<file path="src/rtl/instruction_fetch.sv">
// instruction_fetch: fetch stage in front of a combinational instruction ROM.
// Owns the PC, drives the ROM address and captures each {pc, instr} pair into
// a small FIFO. The FIFO head goes to decode through a valid/ready handshake.
// A redirect from execute reloads the PC and flushes every in-flight entry.
//
// Parameters:
//   RESET_PC  PC loaded on reset (4-byte aligned)
//   DEPTH     FIFO entries (power of two, >= 2)
// Ports:
//   clk, rst_n        clock; synchronous active-low reset
//   imem_addr_o       ROM byte address (the PC register)
//   imem_instr_i      ROM read data for imem_addr_o (same cycle)
//   redirect_valid_i  redirect request; has priority over everything
//   redirect_pc_i     redirect target; bits [1:0] are dropped
//   instr_valid_o     FIFO head valid (forced low during a redirect cycle)
//   instr_ready_i     decode accepts the head
//   instr_o, pc_o     head instruction word and its address (0 when empty)
//   pc_plus4_o        pc_o + 4, modulo 2^32 (0 when empty)
//   fetch_misalign_o  sticky misaligned-redirect flag (IFETCH_MISALIGN_CHK_EN only)
// Build option: define IFETCH_MISALIGN_CHK_EN to stall fetch after a redirect
// to a misaligned target until a redirect to an aligned target arrives.
module instruction_fetch #(
    parameter logic [31:0] RESET_PC = 32'h0000_0000,
    parameter int unsigned DEPTH    = 2
) (
    input  logic        clk,
    input  logic        rst_n,
    output logic [31:0] imem_addr_o,
    input  logic [31:0] imem_instr_i,
    input  logic        redirect_valid_i,
    input  logic [31:0] redirect_pc_i,
    output logic        instr_valid_o,
    input  logic        instr_ready_i,
    output logic [31:0] instr_o,
    output logic [31:0] pc_o,
    output logic [31:0] pc_plus4_o
`ifdef IFETCH_MISALIGN_CHK_EN
    ,
    output logic        fetch_misalign_o
`endif
);

    localparam int unsigned PTR_W = (DEPTH > 1) ? $clog2(DEPTH) : 1;
    localparam int unsigned CNT_W = PTR_W + 1;

    typedef struct packed {
        logic [31:0] pc;
        logic [31:0] instr;
    } fetch_entry_t;

    fetch_entry_t       mem_q [DEPTH];
    fetch_entry_t       mem_d [DEPTH];
    logic [31:0]        pc_q, pc_d;
    logic [PTR_W-1:0]   head_q, head_d;
    logic [PTR_W-1:0]   tail_q, tail_d;
    logic [CNT_W-1:0]   count_q, count_d;
    logic               empty;
    logic               push;
    logic               pop;
    logic               fetch_blocked;
    fetch_entry_t       head_entry;

`ifdef IFETCH_MISALIGN_CHK_EN
    logic               misalign_q, misalign_d;

    // Sticky flag: set by a misaligned redirect, cleared by an aligned one.
    always_comb begin
        misalign_d = misalign_q;
        if (redirect_valid_i) begin
            misalign_d = |redirect_pc_i[1:0];
        end
    end

    always_ff @(posedge clk) begin
        if (!rst_n) begin
            misalign_q <= 1'b0;
        end else begin
            misalign_q <= misalign_d;
        end
    end

    assign fetch_blocked    = misalign_q;
    assign fetch_misalign_o = misalign_q;
`else
    assign fetch_blocked = 1'b0;
`endif

    assign empty       = (count_q == '0);
    assign head_entry  = mem_q[head_q];
    assign imem_addr_o = pc_q;

    // Head outputs; data reads zero when empty, valid is killed by a redirect.
    always_comb begin
        instr_valid_o = !empty && !redirect_valid_i;
        instr_o       = empty ? 32'h0 : head_entry.instr;
        pc_o          = empty ? 32'h0 : head_entry.pc;
        pc_plus4_o    = empty ? 32'h0 : head_entry.pc + 32'd4;
    end

    // Push is allowed at full when a pop frees the head slot in the same cycle.
    always_comb begin
        pop  = instr_valid_o && instr_ready_i;
        push = !redirect_valid_i && !fetch_blocked &&
               ((count_q < CNT_W'(DEPTH)) || pop);
    end

    // Next-state for PC, pointers, occupancy and storage.
    always_comb begin
        pc_d    = pc_q;
        head_d  = head_q;
        tail_d  = tail_q;
        count_d = count_q;
        mem_d   = mem_q;
        if (redirect_valid_i) begin
            pc_d    = {redirect_pc_i[31:2], 2'b00};
            head_d  = '0;
            tail_d  = '0;
            count_d = '0;
        end else begin
            if (push) begin
                mem_d[tail_q] = '{pc: pc_q, instr: imem_instr_i};
                tail_d        = tail_q + PTR_W'(1);
                pc_d          = pc_q + 32'd4;
            end
            if (pop) begin
                head_d = head_q + PTR_W'(1);
            end
            case ({push, pop})
                2'b10:   count_d = count_q + CNT_W'(1);
                2'b01:   count_d = count_q - CNT_W'(1);
                default: count_d = count_q;
            endcase
        end
    end

    always_ff @(posedge clk) begin
        if (!rst_n) begin
            pc_q    <= RESET_PC;
            head_q  <= '0;
            tail_q  <= '0;
            count_q <= '0;
        end else begin
            pc_q    <= pc_d;
            head_q  <= head_d;
            tail_q  <= tail_d;
            count_q <= count_d;
        end
    end

    // Storage needs no reset: entries are only visible while counted as valid.
    always_ff @(posedge clk) begin
        mem_q <= mem_d;
    end

endmodule

</file>
<file path="config.mk">
export PLATFORM = sky130hd
export DESIGN_NAME = instruction_fetch
export DESIGN_NICKNAME = d
export VERILOG_FILES = /design/src/rtl/instruction_fetch.sv
export SDC_FILE = /design/constraint.sdc
export NUM_CORES = 1
export LEC_CHECK = 0
export CORE_MARGIN = 2
export CORE_UTILIZATION = 49
export CTS_CLUSTER_SIZE = 16
export DETAILED_ROUTE_END_ITERATION = 10
export PLACE_DENSITY = 0.9
export SETUP_SLACK_MARGIN = 0.2
export SYNTH_ARGS = -nofsm -noshare
export SYNTH_HDL_FRONTEND = slang
export SYNTH_SLANG_ARGS = --single-unit
</file>
<file path="constraint.sdc">
create_clock -name clk -period 6.2 [get_ports clk]
set_input_delay 1.55 -clock clk [delete_from_list [all_inputs] [get_ports clk]]
set_output_delay 1.55 -clock clk [all_outputs]
set_load 0.01 [all_outputs]
</file>
* After elaboration in Yosys (flattened, before gate mapping)
Cells that the tools add are included.
** Word-level totals
- Flip-flop bits (word level) :: 164
- Output and inout bits :: 129
- Word-level logic and storage cells :: 49
- Bits of input ports :: 68
** Operators by class
- Multiplexer cells :: 12
- Reductions and logical operators :: 12
- Add/sub/neg operators :: 6
- Equal/unequal tests :: 2
- $lt $le $gt $ge :: 4
- Bitwise gates (word level) :: 4
** Operators with widths (count)
- 2-to-1 mux 64 bit :: 4
- 2-to-1 mux 32 bit :: 5
- bitwise mux 128 bit :: 1
- adder 32 x 3 -> 32 bit, second input constant :: 2
- demux 64 bit (select 1 bit) :: 1
- greater-or-equal comparator 2 bit, second input constant :: 2
- logical AND 1 bit :: 4
- NOT 1 -> 2 bit :: 2
- case mux 2 bit (2 select lines) :: 1
- nonzero test 2 bit :: 2
- adder 1 bit, second input constant :: 2
- adder 2 x 1 -> 2 bit, second input constant :: 1
- equality test 2 x 1 -> 1 bit, second input constant :: 1
- equality test 2 bit, second input constant :: 1
- logical NOT 1 bit :: 2
- logical NOT 2 bit :: 1
- < comparator 2 x 1 -> 1 bit, second input constant :: 1
- < comparator 2 bit, second input constant :: 1
- NOT 1 bit :: 2
- AND reduction 2 bit :: 1
- OR reduction 2 bit :: 1
- subtractor 2 x 1 -> 2 bit, second input constant :: 1
- logical OR 1 bit :: 1

* Depth between registers and ports, before layout
- Depth after elaboration :: 8
- Mapped depth :: 13
- Depth with buffers taken out :: 7

* Least setup slack after synthesis
Ideal clock, no wire load.
- Path kind :: input to register
- Start point :: input redirect_valid_i
- End point :: register mem_q[100] in the netlist's numbering, enable pin
- Path buffers :: 2
- Slack :: 0.896 ns
- Cell stages on the path :: 5
- Arrival time :: 4.822 ns
- Library setup time :: 0.482 ns
- Required time :: 5.718 ns
- Path through :: inv_1 clkbuf_1 clkbuf_1 nand2_1 nor2_1
** On the way
- Cells in the longest elaborated chain, start to end :: 6
- Elaborated cells between the ends (all ways) :: 7
- Classes of those cells :: bitwise: 1; reduce/logical: 6
** RTL lines
- from (decl) :: RTL line 30 : input logic redirect_valid_i,
- logical NOT 1 bit :: RTL line 94, 103
- logical AND 1 bit :: RTL line 94 : instr_valid_o = !empty && !redirect_valid_i;
- logical AND 1 bit :: RTL line 102 : pop = instr_valid_o && instr_ready_i;
- logical OR 1 bit :: RTL line 104 : ((count_q < CNT_W'(DEPTH)) || pop);
- logical AND 1 bit :: RTL line 103 : push = !redirect_valid_i && !fetch_blocked &&
- AND reduction 2 bit (no line) *
- to (signal assigned) :: RTL line 152 : mem_q <= mem_d;
- to (decl) :: RTL line 51 : fetch_entry_t mem_q [DEPTH];
Mark *: on every way between the ends. The rest lies on a longest branch, timed or not.
A chain may end at the register's enable or synchronous reset.

* Final worst setup path
- Start point :: register head_q
- End point :: output pc_plus4_o[30]
** On the way
- Cells in the longest elaborated chain, start to end :: 6
** RTL lines
- from (decl) :: RTL line 54 : logic [PTR_W-1:0] head_q, head_d;
- from (signal assigned) :: RTL line 139 : head_q <= '0;
- from (signal assigned) :: RTL line 144 : head_q <= head_d;
- NOT 1 -> 2 bit (not written as such) :: RTL line 89 : assign head_entry = mem_q[head_q];
- 2-to-1 mux 64 bit (not written as such) (3 in a row) :: RTL line 89
- adder 32 x 3 -> 32 bit :: RTL line 97 : pc_plus4_o = empty ? 32'h0 : head_entry.pc + 32'd4;
- 2-to-1 mux 32 bit :: RTL line 97
- to (decl) :: RTL line 36 : output logic [31:0] pc_plus4_o
No other way between the ends. The select of a mux whose other input is x is not followed.

==> impl_metrics.csv <==
group,metric,value,unit
synth,synthTopCellsByArea,"sky130_fd_sc_hd__edfxtp_1 (50%), sky130_fd_sc_hd__dfxtp_1 (9.1%), sky130_fd_sc_hd__mux2i_1 (7.3%)",
layout,area_taken_by_multi_input_logic_gates,0.00290,mm^2
placed_design,place_hpwl,12.7,mm
flow_run,drv_cap,0,
layout,area.sequential,0.00441,mm^2
clocking,max-clock-path-buffers,2,
clocking,htreeDepth,4,
global_route,grt_start_max_net_pins,63,
global_route,wire_length_of_the_first_global_routing_pass,28.1,mm
synth,synth-async-reset-ratio,0,%
layout,antenna-diode-count,0,
synth,synth_cells,652,
clocking,count_of_hold_fix_buffers_inserted_at_cts,0,
synth,synth_simple_gate_area_share,15.5,%
synth,synth_area_leader_cell,"sky130_fd_sc_hd__edfxtp_1",
floorplanning,design.core.area,0.0151,mm^2
synth,synth_enable_flop_cells,124,
clocking,cts.clk_slew.worst_paths,0.06,ns
synth,ys_types,58,
layout,finalCoreUtilization,66.8,%
sta,min_period_over_period,88.7,%
floorplanning,die_w,128,um
layout,share_of_cells_above_drive_strength_1,5.83,%
layout,final_design_area_excluding_fillers,0.0101,mm^2
floorplanning,rows,45,
worst_setup_path,timing.critical_path.fanout_max,49,
clocking,post_cts_buffers,0,
clocking,tritoncts,"yes",
worst_setup_path,nature_of_the_critical_path_startpoint,"register",
sta,finClkSkew,0.00892,ns
route,drt_first_iter_violations,342,
route,vias,5751,
worst_setup_path,arrival,3.95,ns
min_path,timing.hold.worst.class,"reg -> reg",
sta,drv_slew,0,
floorplanning,initial_core_util,49.8,%
synth,ys_warn_count,0,
floorplanning,dieArea,0.0163,mm^2
synth,most_frequent_cell_after_synthesis,"sky130_fd_sc_hd__edfxtp_1",
synth,synth_top_family_by_area,"simple AND/OR/NAND/NOR gates",
route,wire_per_inst,17.5,um
placed_design,globalplace.congestion,0.872,
power,ir_worst_vdd,185,uV
global_route,antenna_found_initial,0,
worst_setup_path,worstSetupPathType,"reg -> out",
clocking,cts.repair.resized,0,
floorplanning,die_y,128,um
worst_setup_path,required_time_of_the_critical_path,4.65,ns
sta,setup_failing_eps_final,0,
clocking,cts.root.buffer_cell,"sky130_fd_sc_hd__clkbuf_16",
synth,synthesis.area,0.00751,mm^2
clocking,cts-buffers-inserted,17,
sta,hold_viol_final,0,
synth,synth-compound-area-share,9.19,%
sta,post_route_setup_tns,0,ns
layout,flow.area_growth_from_synthesis,34.3,%
worst_setup_path,crit_path_end_kind,"output pin",
route,iteration_count_of_the_initial_detailed_routing_pass,4,
synth,yosys.area.top_type_share,49.6,%
power,p_per_area,257,mW/mm^2
sta,hold_slack,0.539,ns
layout,finish.net_count,899,
synth,synth_commonest_cells,"sky130_fd_sc_hd__edfxtp_1 (124), sky130_fd_sc_hd__nor2_1 (83), sky130_fd_sc_hd__mux2i_1 (55), sky130_fd_sc_hd__nand2_1 (39), sky130_fd_sc_hd__o21ai_0 (35)",
power,total_power,2.59,mW
synth,synth_flop_cell,"sky130_fd_sc_hd__edfxtp_1",
synth,synth_seq_cells,158,
sta,rsz0062_at_grt,"false",
global_route,track_usage,22.2,%
synth,avg_synthesized_cell_area,11.5,um^2
sta,period_minus_slack,5.50,ns
sta,fmax,182,MHz
placed_design,buffer_ports.inserted,188,
route,vias_per_cell,5.59,
synth,synthXorXnorAreaFrac,4.78,%
global_route,grt_pass1_vias,5471,
status,run_status,"complete, no violations",
layout,filler_cell_count,1147,
power,power.leakage,3.32,nW
global_route,globalRoute.totalOverflow,0,
floorplanning,io_pins,197,
sta,slew-limit-headroom,29.6,%
clocking,clk-insertion-delay-late,0.42,ns
sta,worst_pin_slew,1.05,ns
route,detail-route-antenna-nets,0,
synth,adder_cell_area_share_of_the_yosys_netlist,0.500,%
synth,synth.mux.area_fraction,8.08,%
synth,sequential_to_total_area_share_from_yosys_stat,58.6,%
route,drc_errors,0,
route,detailed_route_wl,18.0,mm
clocking,cts_num_sinks,158,
placed_design,placed_cell_area,0.00951,mm^2
==> kinds of logic (layout without fill, tap and decap cells) <==
| logic type | count (synthesis) | in the layout |
|---|---|---|
| AO/OA/AOI/OAI | 106 | 106 |
| XOR/XNOR | 41 | 41 |
| adder cells (fa/ha/maj) | 3 | 3 |
| buffers and inverters | 51 | 235 |
| flip-flops | 158 | 158 |
| multiplexers | 60 | 60 |
| other | 1 | 6 |
| AND/OR/NAND/NOR | 232 | 232 |
==> cells in the final DEF, fill, tap and decap left out, types with 8 or more instances in the layout <==
cell type / count
sky130_fd_sc_hd__o21ai_0: 35
sky130_fd_sc_hd__and2_1: 11
sky130_fd_sc_hd__buf_4: 8
sky130_fd_sc_hd__mux2i_1: 55
sky130_fd_sc_hd__o31ai_1: 8
sky130_fd_sc_hd__nor4_1: 18
sky130_fd_sc_hd__edfxtp_1: 124
sky130_fd_sc_hd__nand4_1: 15
sky130_fd_sc_hd__nor2_1: 81
sky130_fd_sc_hd__xnor2_1: 32
sky130_fd_sc_hd__dfxtp_1: 33
sky130_fd_sc_hd__nand2_1: 39
sky130_fd_sc_hd__a21oi_1: 26
sky130_fd_sc_hd__nand3_1: 22
sky130_fd_sc_hd__clkdlybuf4s50_1: 188
sky130_fd_sc_hd__clkbuf_16: 17
sky130_fd_sc_hd__xor2_1: 9
==> routing by layer <==
metal  track usage, %  part of all wire (%)
met5                0                     0
met4             8.66                   1.4
met3             5.09                   6.8
met2             36.3                    48
met1             28.9                    44
==> worst max-delay path: stages, from the launching register on <==
cell,delay (ns)
sky130_fd_sc_hd__dfxtp_4,0.80
sky130_fd_sc_hd__nand3_1,0.32
sky130_fd_sc_hd__a221oi_4,0.51
sky130_fd_sc_hd__nand4_1,0.52
sky130_fd_sc_hd__nor4_1,0.48
sky130_fd_sc_hd__mux2_2,0.37
sky130_fd_sc_hd__clkdlybuf4s50_1,0.51
==> final cells by class <==
type / instances / area share [%]
sequential: 158 / 43.7
multi-input combinational: 448 / 28.7
timing repair buffer: 196 / 19.3
clock buffer: 20 / 4.33
tap: 188 / 2.33
clock inverter: 12 / 1.43
inverter: 7 / 0.260
==> stage by stage <==
step | instances | setup WS (ns)
floorplan | 657 | 0.896
global placement | 997 | 1.29
detailed placement | 997 | 1.18
CTS | 1029 | 0.715
global route | 1029 | 0.432
finish | 1029 | 0.703
==> sequential cells by signal (all words and copies together) (netlist names) <==
register	count
imem_addr_o	30
mem_q	124
count_q	2
head_q	1
tail_q	1
==> power by group <==
part | switching [mW] | internal (mW) | total (mW) | leakage [nW]
Clock | 0.395 | 0.628 | 1.02 | 0.273
Sequential | 0.0485 | 1.21 | 1.26 | 1.46
Combinational | 0.153 | 0.162 | 0.316 | 1.58
==> final timing paths <==
path | from | endpoint | slack (ns) | cells past startpoint
setup / recovery | head_q | pc_plus4_o[30] | 0.70 | 6
hold / removal | imem_addr_o[10] | mem_q[106] | 0.54 | 0
setup reg to reg | imem_addr_o[4] | imem_addr_o[30] | 3.71 | 5
hold reg to reg | imem_addr_o[10] | mem_q[106] | 0.54 | 0
Power figures use the tool's default switching activity.
